$ cat src/rtl/hd44780_arbiter.sv
// ---------------------------------------------------------------------------
// hd44780_arbiter
//
// Shares one 4-bit HD44780 bus between two byte-level requesters. Each
// accepted byte goes onto the bus as two nibble strobes on e (high nibble
// first), followed by a busy wait long enough for the controller to execute
// it. Clear/home commands get the long wait. Every other byte gets the short
// wait. Runs in the 250 kHz bus clock domain (4 us per cycle).
//
// Arbitration is round-robin with a one-byte grant. A lone requester always
// wins. On a tie, the requester that was not granted last wins.
//
// Handshake: reqN_ready is combinational and is high only in IDLE, only for
// the arbitration winner, and only while rst is low. A byte transfers on the
// clock edge where reqN_valid && reqN_ready. The requester must hold valid,
// rs and data stable until it sees ready. A valid dropped before ready is
// simply ignored.
//
// Parameters:
//   SHORT_WAIT  post-transfer wait (cycles) for normal commands and data
//   LONG_WAIT   post-transfer wait (cycles) for clear/home commands
//   Both waits must be >= 1. SHORT_WAIT must not exceed LONG_WAIT.
//
// Ports:
//   clk                   250 kHz bus clock
//   rst                   synchronous active-high reset
//   req0_valid/rs/data    requester 0 byte offer (rs: 0 = command, 1 = data)
//   req0_ready            requester 0 byte accepted this cycle
//   req1_*                same as requester 0, for requester 1
//   e                     HD44780 enable strobe
//   rs                    HD44780 register select
//   db[3:0]               HD44780 data nibble (DB7..DB4)
//   busy                  high in every state except IDLE
//   grant                 index of the last accepted requester
// ---------------------------------------------------------------------------
module hd44780_arbiter #(
    parameter int SHORT_WAIT = 10,
    parameter int LONG_WAIT  = 400
) (
    input  logic       clk,
    input  logic       rst,
    input  logic       req0_valid,
    input  logic       req0_rs,
    input  logic [7:0] req0_data,
    output logic       req0_ready,
    input  logic       req1_valid,
    input  logic       req1_rs,
    input  logic [7:0] req1_data,
    output logic       req1_ready,
    output logic       e,
    output logic       rs,
    output logic [3:0] db,
    output logic       busy,
    output logic       grant
);

    localparam int CW = $clog2(LONG_WAIT + 1);

    // Counter loads with W-1, so WAIT lasts exactly W cycles.
    localparam logic [CW-1:0] SHORT_LOAD = CW'(SHORT_WAIT - 1);
    localparam logic [CW-1:0] LONG_LOAD  = CW'(LONG_WAIT - 1);

    localparam logic [2:0] S_IDLE    = 3'd0;
    localparam logic [2:0] S_SETUP_H = 3'd1;
    localparam logic [2:0] S_PULSE_H = 3'd2;
    localparam logic [2:0] S_HOLD_H  = 3'd3;
    localparam logic [2:0] S_SETUP_L = 3'd4;
    localparam logic [2:0] S_PULSE_L = 3'd5;
    localparam logic [2:0] S_HOLD_L  = 3'd6;
    localparam logic [2:0] S_WAIT    = 3'd7;

    logic [2:0]    state_q, state_d;
    logic [7:0]    data_q,  data_d;
    logic          rs_q,    rs_d;
    logic [3:0]    db_q,    db_d;
    logic          e_q,     e_d;
    logic          grant_q, grant_d;
    logic [CW-1:0] cnt_q,   cnt_d;

    logic idle;
    logic win0;
    logic win1;
    logic long_cmd;

    // ------------------------------------------------------------------
    // Arbitration
    // ------------------------------------------------------------------
    assign idle = (state_q == S_IDLE);

    // grant_q holds the last winner. On a tie the other requester wins.
    assign win0 = req0_valid && (!req1_valid || grant_q);
    assign win1 = req1_valid && (!req0_valid || !grant_q);

    assign req0_ready = idle && !rst && win0;
    assign req1_ready = idle && !rst && win1;

    // Clear (0x01) and home (0x02/0x03) are the only slow commands.
    // rs_q still holds the latched rs at this point.
    assign long_cmd = !rs_q && (data_q[7:2] == 6'd0);

    // ------------------------------------------------------------------
    // Next-state logic
    // rs/db change only when entering SETUP_H or SETUP_L. This leaves at
    // least one full cycle of setup and one of hold around each e pulse.
    // ------------------------------------------------------------------
    always_comb begin
        state_d = state_q;
        data_d  = data_q;
        rs_d    = rs_q;
        db_d    = db_q;
        e_d     = 1'b0;
        grant_d = grant_q;
        cnt_d   = cnt_q;

        case (state_q)
            S_IDLE: begin
                if (req0_ready) begin
                    data_d  = req0_data;
                    rs_d    = req0_rs;
                    db_d    = req0_data[7:4];
                    grant_d = 1'b0;
                    state_d = S_SETUP_H;
                end else if (req1_ready) begin
                    data_d  = req1_data;
                    rs_d    = req1_rs;
                    db_d    = req1_data[7:4];
                    grant_d = 1'b1;
                    state_d = S_SETUP_H;
                end
            end
            S_SETUP_H: begin
                e_d     = 1'b1;
                state_d = S_PULSE_H;
            end
            S_PULSE_H: begin
                state_d = S_HOLD_H;
            end
            S_HOLD_H: begin
                db_d    = data_q[3:0];
                state_d = S_SETUP_L;
            end
            S_SETUP_L: begin
                e_d     = 1'b1;
                state_d = S_PULSE_L;
            end
            S_PULSE_L: begin
                state_d = S_HOLD_L;
            end
            S_HOLD_L: begin
                cnt_d   = long_cmd ? LONG_LOAD : SHORT_LOAD;
                state_d = S_WAIT;
            end
            S_WAIT: begin
                if (cnt_q == '0) begin
                    state_d = S_IDLE;
                end else begin
                    cnt_d = cnt_q - 1'b1;
                end
            end
            default: begin
                state_d = S_IDLE;
            end
        endcase
    end

    // ------------------------------------------------------------------
    // State registers. Reset drops any in-flight byte immediately.
    // ------------------------------------------------------------------
    always_ff @(posedge clk) begin
        if (rst) begin
            state_q <= S_IDLE;
            data_q  <= 8'h00;
            rs_q    <= 1'b0;
            db_q    <= 4'h0;
            e_q     <= 1'b0;
            grant_q <= 1'b1;
            cnt_q   <= '0;
        end else begin
            state_q <= state_d;
            data_q  <= data_d;
            rs_q    <= rs_d;
            db_q    <= db_d;
            e_q     <= e_d;
            grant_q <= grant_d;
            cnt_q   <= cnt_d;
        end
    end

    // ------------------------------------------------------------------
    // Outputs
    // ------------------------------------------------------------------
    assign e     = e_q;
    assign rs    = rs_q;
    assign db    = db_q;
    assign busy  = !idle;
    assign grant = grant_q;

endmodule

$ cat config.mk
export PLATFORM = sky130hd
export DESIGN_NAME = hd44780_arbiter
export DESIGN_NICKNAME = d
export VERILOG_FILES = /design/src/rtl/hd44780_arbiter.sv
export SDC_FILE = /design/constraint.sdc
export NUM_CORES = 1
export LEC_CHECK = 0
export ABC_AREA = 1
export CAP_MARGIN = 5
export CORE_AREA = 4 4 52 66
export CTS_CLUSTER_SIZE = 28
export DETAILED_ROUTE_END_ITERATION = 10
export DIE_AREA = 0 0 56 70
export PLACE_DENSITY = 0.82
export SYNTH_ARGS = -nofsm -noshare
export SYNTH_HDL_FRONTEND = slang
export SYNTH_SLANG_ARGS = --single-unit
$ cat constraint.sdc
create_clock -name clk -period 3.04 [get_ports clk]
set_clock_uncertainty 0.05 [all_clocks]
set_input_delay 0.456 -clock clk [delete_from_list [all_inputs] [get_ports clk]]
set_output_delay 0.456 -clock clk [all_outputs]
set_load 0.05 [all_outputs]
# Word-level counts from Yosys, hierarchy flattened
# Index checks and enable logic that the tools add are counted.
[totals]
register_bits = 27
latch_bits = 0
mem_bits_rw = 0
romBits = 0
input_bits = 22
output_inout_bits = 10
mem_count = 0
[classes]
addsub = 1
n_mul = 0
div = 0
order_cmp = 0
eq_ne = 10
shifts = 0
n_mux = 17
bitwise = 0
reduce_logical = 25
[op_table]
columns = ["operator", "count"]
rows = [
  ["$pmux W3 S8", 1],
  ["$mux W9", 2],
  ["$pmux W9 S2", 1],
  ["$mux W8", 2],
  ["$eq A3 B3 Y1 const B", 4],
  ["$logic_not A9 Y1", 1],
  ["$mux W3", 3],
  ["$sub A9 B1 Y9 const B", 1],
  ["$mux W4", 2],
  ["$pmux W4 S2", 1],
  ["$reduce_and A2 Y1", 4],
  ["$eq A3 B2 Y1 const B", 2],
  ["$logic_and A1 B1 Y1", 6],
  ["$logic_not A1 Y1", 6],
  ["$logic_not A6 Y1", 1],
  ["$reduce_bool A2 Y1", 3],
  ["$mux W1", 5],
  ["$ne A2 B2 Y1 const B", 2],
  ["$eq A3 B1 Y1 const B", 1],
  ["$logic_not A3 Y1", 1],
  ["$ne A3 B3 Y1 const B", 1],
  ["$logic_or A1 B1 Y1", 2],
  ["$reduce_or A2 Y1", 1],
]

# Logic depth before layout (Yosys ltp)
# Gate-level depths: netlist of run 1.
[logic_depth]
depth_word = 7
ltp_mapped = 10
depth_no_buf = 9

# Least setup slack after synthesis of run 1
# No wires, ideal clock.
[synth_timing]
kind = "reg-to-output"
startpoint = "register grant_q, in the netlist grant"
endpoint = "output port req0_ready"
t_arrival_ns = 1.317
setup_slack_ns = 1.217
stages_incl_launch_ff = 5
n_path_buf = 0
cell_sequence = "dfxtp_1 nor2_1 nor2_1 nand2_2 inv_2"
[synth_between]
elab_chain_cells = 3
[synth_rtl]
columns = ["item", "line", "rtl"]
rows = [
  ["from (decl)", "77", "logic grant_q, grant_d;"],
  ["from (signal assigned)", "184", "grant_q <= grant_d;"],
  ["$logic_or A1 B1 Y1", "91", "assign win0 = req0_valid && (!req1_valid || grant_q);"],
  ["$logic_and A1 B1 Y1", "91", ""],
  ["$logic_and A1 B1 Y1", "94", "assign req0_ready = idle && !rst && win0;"],
  ["to (decl)", "45", "output logic req0_ready,"],
]
# No other way between the ends.

# Worst setup path in the final report of run 1
[layout_timing]
startpoint = "register state_q[0]"
endpoint = "output port busy"
[layout_between]
elab_chain_cells = 2
[layout_rtl]
columns = ["item", "line", "rtl"]
rows = [
  ["from (decl)", "72", "logic [2:0] state_q, state_d;"],
  ["from (signal assigned)", "179", "state_q <= state_d;"],
  ["$logic_not A3 Y1", "88", "assign idle = (state_q == S_IDLE);"],
  ["$logic_not A1 Y1", "195", "assign busy = !idle;"],
  ["to (decl)", "53", "output logic busy,"],
]
# No other way between the ends.

==> results_dict.tcl, run 1 <==
set metrics [dict create \
    synth_edf_count 0 \
    synth_nets 241 \
    layout_commonest_cell "nand2_1" \
    grt_pass1_vias 1373 \
    die_w_um 56 \
    dieArea_um2 3920 \
    grt_pass1_wl_mm 5.57 \
    clk_pin_slew_ns 0.15 \
    track_usage 0.171 \
    synth_top_area_cell "dfxtp_1" \
    diodes 0 \
    crit_type "reg -> out" \
    start_kind "register" \
    drive_gt1_frac 0.132 \
    min_period_over_period 0.790 \
    max_freq_mhz 416 \
    finalNetCount 274 \
    root_buffer "clkbuf_4" \
    yosysSeqAreaShare 0.365 \
    synth_area_leaders "dfxtp_1 (36%), nand2_1 (14%), nor2_1 (7.9%), nand3_1 (7.8%), inv_1 (4.3%)" \
    drt_iter0_drc 52 \
    dp_hpwl_mm 2.62 \
    cts.sinks 27 \
    synth-main-ff-cell "dfxtp_1" \
    vias 1485 \
    ant_nets 0 \
    critPathCaptureType "output pin" \
    synth_cell_types 27 \
    grt_overflow_total 0 \
    tritoncts "done" \
    critPathRequiredTime_ns 2.53 \
    die_y_um 70 \
    ys_seq_elements 27 \
    hold_slack_ns 0.438 \
    synth_top_area_share 0.365 \
    drt-pass1-iter-count 4 \
    antenna_found_initial 0 \
    avgSynthCellArea_um2 6.80 \
    postCtsSetupBuffers 0 \
    yosysWarnings 0 \
    post_cts_resize_count 0 \
    tns_ns 0 \
    syn-cell-area_um2 1480 \
    crit_fanout 6 \
    relSlewSlack 0.666 \
    async_flop_share 0 \
    gp_congestion 0.847 \
    vdd_ir_drop_max_uv 454 \
    clock_latency_ns 0.32 \
    cap_violations 0 \
    htreeDepth 1 \
    initial_core_util 0.517 \
    drc 0 \
    hold_buffers 0 \
    placement_rows 22 \
    numCtsBuffers 3 \
    area_delta_synth_final_pct 25.7 \
    outcome "finished clean" \
    avgViaCountPerCell 5.19 \
    core-area_um2 2860 \
    finalMaxSlewViolations 0 \
    worstPathArrival_ns 1.90 \
    p_leak_uw 0.000851 \
    final_cell_mix "nand2_1 (57), nor2_1 (31), clkdlybuf4s50_1 (29)" \
    setup_viol 0 \
    clockBufferDepth 2 \
    syn_inst 218 \
    finalHoldViolCount 0 \
    p_per_area_nw_per_um2 587 \
    tightest_slew_ns 0.500 \
    finalCriticalPeriod_ns 2.40 \
    numPortBuffers 31 \
    hp-class "reg -> reg" \
    wire_per_inst_um 11.8 \
    rsz0062_at_grt "false" \
    io_pins 32 \
    grt_max_degree 20 \
    totalWireLength_mm 3.37 \
]
-- worst paths after layout --
kind         slack, ns  cells after the start         to        from
max               0.64                      5       busy  state_q[0]
min reg2reg       0.44                      2  data_q[0]   data_q[0]
max reg2reg       1.31                      9   cnt_q[0]    cnt_q[0]
min               0.44                      2  data_q[0]   data_q[0]
-- synthesized netlist by cell type, types with 2 or more instances --
| cell type | count |
|---|---|
| a21oi_1 | 12 |
| a31oi_1 | 10 |
| clkbuf_1 | 2 |
| dfxtp_1 | 27 |
| inv_1 | 17 |
| inv_2 | 5 |
| nand2_1 | 57 |
| nand2_2 | 7 |
| nand3_1 | 23 |
| nand3b_1 | 2 |
| nand4_1 | 3 |
| nor2_1 | 31 |
| nor2_2 | 3 |
| nor2_4 | 3 |
| o21ai_0 | 4 |
-- stage by stage --
stage	power (uW)	utilization	area, um2	std cells	setup slack (ns)
floorplan	796	-	1480	218	1.22
global placement	942	0.641	1830	282	0.868
detailed placement	947	0.641	1830	282	0.830
CTS	1110	0.650	1860	286	0.608
global route	1160	0.650	1860	286	0.506
finish	1090	0.650	1860	286	0.637
-- kinds of logic after synthesis --
| group | count (synthesis) | share of synthesized area |
|---|---|---|
| and+or+nand+nor | 136 | 0.443 |
| AOI/OAI and AO/OA | 28 | 0.108 |
| DFF | 27 | 0.365 |
| buffers and inverters | 26 | 0.0760 |
| adders and majority gates | 1 | 0.00844 |
-- power by group --
| group | switching, uW | internal, uW |
|---|---|---|
| registers | 43.3 | 405 |
| logic | 309 | 180 |
| clock network | 106 | 49.3 |
-- flip-flops by register name, indices dropped and copies added, names as in the netlist --
| signal | cells |
|---|---|
| grant | 1 |
| rs | 1 |
| state_q | 3 |
| cnt_q | 9 |
| db | 4 |
| data_q | 8 |
| e | 1 |
-- routing by layer --
layer / global-route usage / routed length (um)
met1: 0.180 / 1430
met2: 0.316 / 1700
met3: 0.0370 / 172
met4: 0.0792 / 65
met5: 0 / 0
-- cell type report --
| class | count | area [um2] |
|---|---|---|
| Clock buffer | 3 | 22.5 |
| Clock inverter | 1 | 5.00 |
| Fill cell | 269 | 1000 |
| Inverter | 22 | 82.6 |
| Multi-Input combinational cell | 165 | 828 |
| Sequential cell | 27 | 541 |
| Tap cell | 36 | 45.0 |
| Timing Repair Buffer | 32 | 338 |
-- critical path, stage by stage, from the launching register on --
cell and delay, ns:
dfxtp_1 0.46, inv_1 0.13, nand2_1 0.09, nor2_1 0.05, inv_1 0.06, clkdlybuf4s50_1 0.79
Note: power is estimated with default switching activity, not from simulation.
==> run 2: changes to the inputs <==
--- a/config.mk
+++ b/config.mk
@@ -7,11 +7,11 @@
 export LEC_CHECK = 0
 export ABC_AREA = 1
 export CAP_MARGIN = 5
-export CORE_AREA = 4 4 52 66
+export CORE_AREA = 4 4 57 72
 export CTS_CLUSTER_SIZE = 28
 export DETAILED_ROUTE_END_ITERATION = 10
-export DIE_AREA = 0 0 56 70
-export PLACE_DENSITY = 0.82
+export DIE_AREA = 0 0 61 76
+export PLACE_DENSITY = 0.72
 export SYNTH_ARGS = -nofsm -noshare
 export SYNTH_HDL_FRONTEND = slang
 export SYNTH_SLANG_ARGS = --single-unit
==> constraint.sdc (replaced) <==
create_clock -name clk -period 2.11 [get_ports clk]
set_clock_uncertainty 0.05 [all_clocks]
set_input_delay 0.3165 -clock clk [delete_from_list [all_inputs] [get_ports clk]]
set_output_delay 0.3165 -clock clk [all_outputs]
set_load 0.05 [all_outputs]
==> run 2 against run 1 <==
Setup slack worse by 0.38 ns. Largest power group unchanged. Largest cell class unchanged. Sequential share of layout area is 0.54 points lower. Sequential power is 45% higher. Highest routed layer unchanged. Critical endpoint is now grant.
==> results_dict.tcl, run 2 (same netlist as run 1, synthesis figures left out) <==
set metrics [dict create \
    core-area_um2 3420 \
    gp_congestion 0.824 \
    finalMaxSlewViolations 0 \
    grt_pass1_wl_mm 5.70 \
    dieArea_um2 4640 \
    clockBufferDepth 2 \
    final_cell_mix "nand2_1 (57), nor2_1 (31), clkdlybuf4s50_1 (28)" \
    tns_ns 0 \
    dp_hpwl_mm 2.56 \
    min_period_over_period 0.876 \
    cap_violations 0 \
    crit_fanout 4 \
    layout.cells.non_filler 291 \
    tightest_slew_ns 0.506 \
    largest-register "cnt_q" \
    placement_rows 24 \
    post_cts_resize_count 0 \
    max_freq_mhz 541 \
    grt_overflow_total 0 \
    crit_type "reg -> out" \
    rsz0062_at_grt "false" \
    placed_cells 287 \
    grt_pass1_vias 1379 \
    largest_reg_flops 9 \
    drt_iter0_drc 66 \
    slowest_delay_ns 0.82 \
    wire_per_inst_um 11.5 \
    outcome "finished clean" \
    critPathCaptureType "output pin" \
    clk_pin_slew_ns 0.09 \
    worstPathArrival_ns 1.48 \
    hp-class "reg -> reg" \
    layout_commonest_cell "nand2_1" \
    die_y_um 76 \
    slowest_stage "clkdlybuf4s50_1" \
    relSlewSlack 0.662 \
    clock_latency_ns 0.27 \
    avgViaCountPerCell 5.01 \
    finalCriticalPeriod_ns 1.85 \
    cts.sinks 27 \
    numPortBuffers 31 \
    hold_slack_ns 0.432 \
    area_delta_synth_final_pct 28.0 \
    hold_buffers 0 \
    finish.utilization 0.554 \
    finalHoldViolCount 0 \
    initial_core_util 0.433 \
    drive_gt1_frac 0.143 \
    vias 1457 \
    htreeDepth 1 \
    drc 0 \
    numCtsBuffers 3 \
    setup_viol 0 \
    finalNetCount 276 \
    place_area_um2 1850 \
    vdd_ir_drop_max_uv 610 \
    drt-pass1-iter-count 4 \
    start_kind "register" \
    track_usage 0.154 \
    diodes 0 \
    io_pins 32 \
    cpLargestDelayFamily "buffers and inverters" \
    postCtsSetupBuffers 0 \
    root_buffer "clkbuf_8" \
    critPathRequiredTime_ns 1.74 \
    crit_buf_inv 1 \
    antenna_found_initial 0 \
    p_per_area_nw_per_um2 874 \
    critical_path.cell_chain "clkdlybuf4s50_1" \
    die_w_um 61 \
    final_cell_area_um2 1900 \
    grt_max_degree 20 \
    ant_nets 0 \
    totalWireLength_mm 3.34 \
    p_leak_uw 0.000870 \
    tritoncts "done" \
]
## run 2: path summary, 6_finish.rpt
path,from,endpoint,slack [ns],depth (start not counted)
setup / recovery,grant,grant,0.26,1
hold / removal,data_q[0],data_q[0],0.43,2
setup reg to reg,cnt_q[0],cnt_q[0],0.44,9
hold reg to reg,data_q[0],data_q[0],0.43,2
## run 2: area by class of cell
class / instances / area, um2
fillers: 360 / 1530
multi-input cells: 165 / 828
flip-flops and latches: 27 / 541
repair buffers: 34 / 350
inverters: 22 / 82.6
well taps: 39 / 48.8
clock buffers: 3 / 41.3
clock inverters: 1 / 5.00
## run 2: power by group
group / switching, uW / internal [uW] / total, uW / leakage, uW
Clock: 166 / 133 / 299 / 0.0000255
Sequential: 65.2 / 584 / 649 / 0.000220
Combinational: 447 / 262 / 709 / 0.000624
## run 2: routing by layer
metal	wire length (um)	GRT usage
met5	0	0
met4	49	0.0521
met2	1650	0.259
met1	1490	0.189
met3	142	0.0288
## run 2: metrics by stage
step,setup WS [ns],total power [uW]
2_1_floorplan,0.427,1150
3_3_place_gp,0.311,1370
3_5_place_dp,0.290,1370
4_1_cts,0.254,1670
5_1_grt,0.208,1760
6_report,0.261,1660
==> run 3: changes to the inputs <==
--- a/config.mk
+++ b/config.mk
@@ -11,6 +11,7 @@
 export CTS_CLUSTER_SIZE = 28
 export DETAILED_ROUTE_END_ITERATION = 10
 export DIE_AREA = 0 0 61 76
+export GPL_TIMING_DRIVEN = 0
 export PLACE_DENSITY = 0.72
 export SYNTH_ARGS = -nofsm -noshare
 export SYNTH_HDL_FRONTEND = slang
==> run 3 against run 2 <==
Utilization fell by 0.40 points. Count of clock-buffer cells in the layout is 1 higher. Routed wire length grew 3.6%. Critical path depth rose by 5. First-iteration DRC count increased by 21%. Total power down 1.8%. Sequential power about the same. Via count rose by 0.82%. Largest power group unchanged.
==> results_dict.tcl, run 3 (same netlist as run 1, synthesis figures left out) <==
set metrics [dict create \
    setup_viol 0 \
    clock_latency_ns 0.27 \
    core-area_um2 3420 \
    antenna_found_initial 0 \
    min_period_over_period 0.951 \
    htreeDepth 1 \
    largest_reg_flops 9 \
    tritoncts "done" \
    numPortBuffers 31 \
    num-fill-cells 370 \
    cts.sinks 27 \
    vias 1469 \
    avgViaCountPerCell 5.03 \
    largest-register "cnt_q" \
    p_leak_uw 0.000861 \
    grt_overflow_total 0 \
    finalCriticalPeriod_ns 2.01 \
    diodes 0 \
    hp-class "reg -> reg" \
    vdd_ir_drop_max_uv 611 \
    root_buffer "clkbuf_8" \
    rsz0062_at_grt "false" \
    tightest_slew_ns 0.540 \
    dieArea_um2 4640 \
    wire_per_inst_um 11.8 \
    placement_rows 24 \
    ant_nets 0 \
    total_power_uw 1630 \
    cap_violations 0 \
    io_pins 32 \
    placed_cells 288 \
    start_kind "primary input" \
    tns_ns 0 \
    critPathCaptureType "output pin" \
    initial_core_util 0.433 \
    dp_hpwl_mm 2.70 \
    grt_pass1_vias 1436 \
    clockBufferDepth 2 \
    area_delta_synth_final_pct 27.1 \
    layout.cells.non_filler 292 \
    crit_fanout 6 \
    drt-pass1-iter-count 4 \
    die_y_um 76 \
    netSwitchingFraction 0.412 \
    totalWireLength_mm 3.46 \
    p_comb_frac 0.420 \
    gp_congestion 0.819 \
    p_per_area_nw_per_um2 864 \
    clkPwrFrac 0.181 \
    finalNetCount 277 \
    rrSetupSlack_ns 0.48 \
    drive_gt1_frac 0.134 \
    p_sw_uw 670 \
    relSlewSlack 0.640 \
    p_seq_frac 0.399 \
    crit_type "in -> out" \
    finalHoldViolCount 0 \
    hold_slack_ns 0.431 \
    clk_pin_slew_ns 0.09 \
    finalMaxSlewViolations 0 \
    layout_commonest_cell "nand2_1" \
    numCtsBuffers 3 \
    max_freq_mhz 498 \
    p_int_uw 956 \
    drc 0 \
    hold_buffers 0 \
    critPathRequiredTime_ns 1.74 \
    grt_max_degree 15 \
    die_w_um 61 \
    track_usage 0.164 \
    drt_iter0_drc 80 \
    grt_pass1_wl_mm 6.08 \
    final_cell_mix "nand2_1 (57), nor2_1 (30), clkdlybuf4s50_1 (28)" \
    worstPathArrival_ns 1.64 \
    outcome "finished clean" \
]
==> run 3: worst paths after layout <==
path | from | to | depth (start not counted)
worst max-delay path | req0_valid | req0_ready | 6
worst min-delay path | data_q[4] | data_q[4] | 2
worst max register to register | cnt_q[0] | cnt_q[4] | 9
worst min register to register | data_q[4] | data_q[4] | 2
==> run 3: critical path, stage by stage <==
cell	delay, ns
clkdlybuf4s50_1	0.52
inv_1	0.07
nor2_2	0.23
nand2_2	0.12
inv_2	0.11
buf_2	0.27
==> run 3: area by class of cell <==
class                      count  area [um2]  share of cell area
buffer                         4        30.0              0.0159
clock buffer                   4        45.0              0.0239
inverter                      22        82.6              0.0439
multi-input combinational    165         831               0.441
sequential                    27         541               0.287
tap                           39        48.8              0.0259
timing repair buffer          31         305               0.162
==> run 3: timing repair <==
item | CTS | global route
setup endpoints to repair | 3 | 1
buffers inserted | 0 | 0
resized for setup | 8 | 2
==> run 3: power by group through the flow <==
| stage | sequential [uW] | combinational [uW] | clock (uW) |
|---|---|---|---|
| after CTS | 649 | 692 | 300 |
| after global placement | 659 | 695 | 0 |
| after global routing | 663 | 751 | 323 |
| after detailed placement | 659 | 700 | 0 |
| final | 648 | 684 | 295 |
| after floorplan | 739 | 408 | 0 |
==> run 3: metrics by stage <==
step,worst slack (ns),area (um2),util
floorplan,0.427,1480,-
global placement,-0.502,1840,0.538
detailed placement,-0.517,1840,0.538
CTS,0.00409,1890,0.552
global route,0.0338,1880,0.550
finish,0.104,1880,0.550
==> run 3: metal layers <==
layer | vias to the layer above | wire length (um) | part of all wire | track usage
met5 | - | 0 | 0 | 0
met4 | 0 | 45 | 0.013 | 0.0434
met3 | 6 | 153 | 0.044 | 0.0339
met2 | 37 | 1720 | 0.50 | 0.284
met1 | 648 | 1540 | 0.44 | 0.200
li1 | 778 | - | - | -
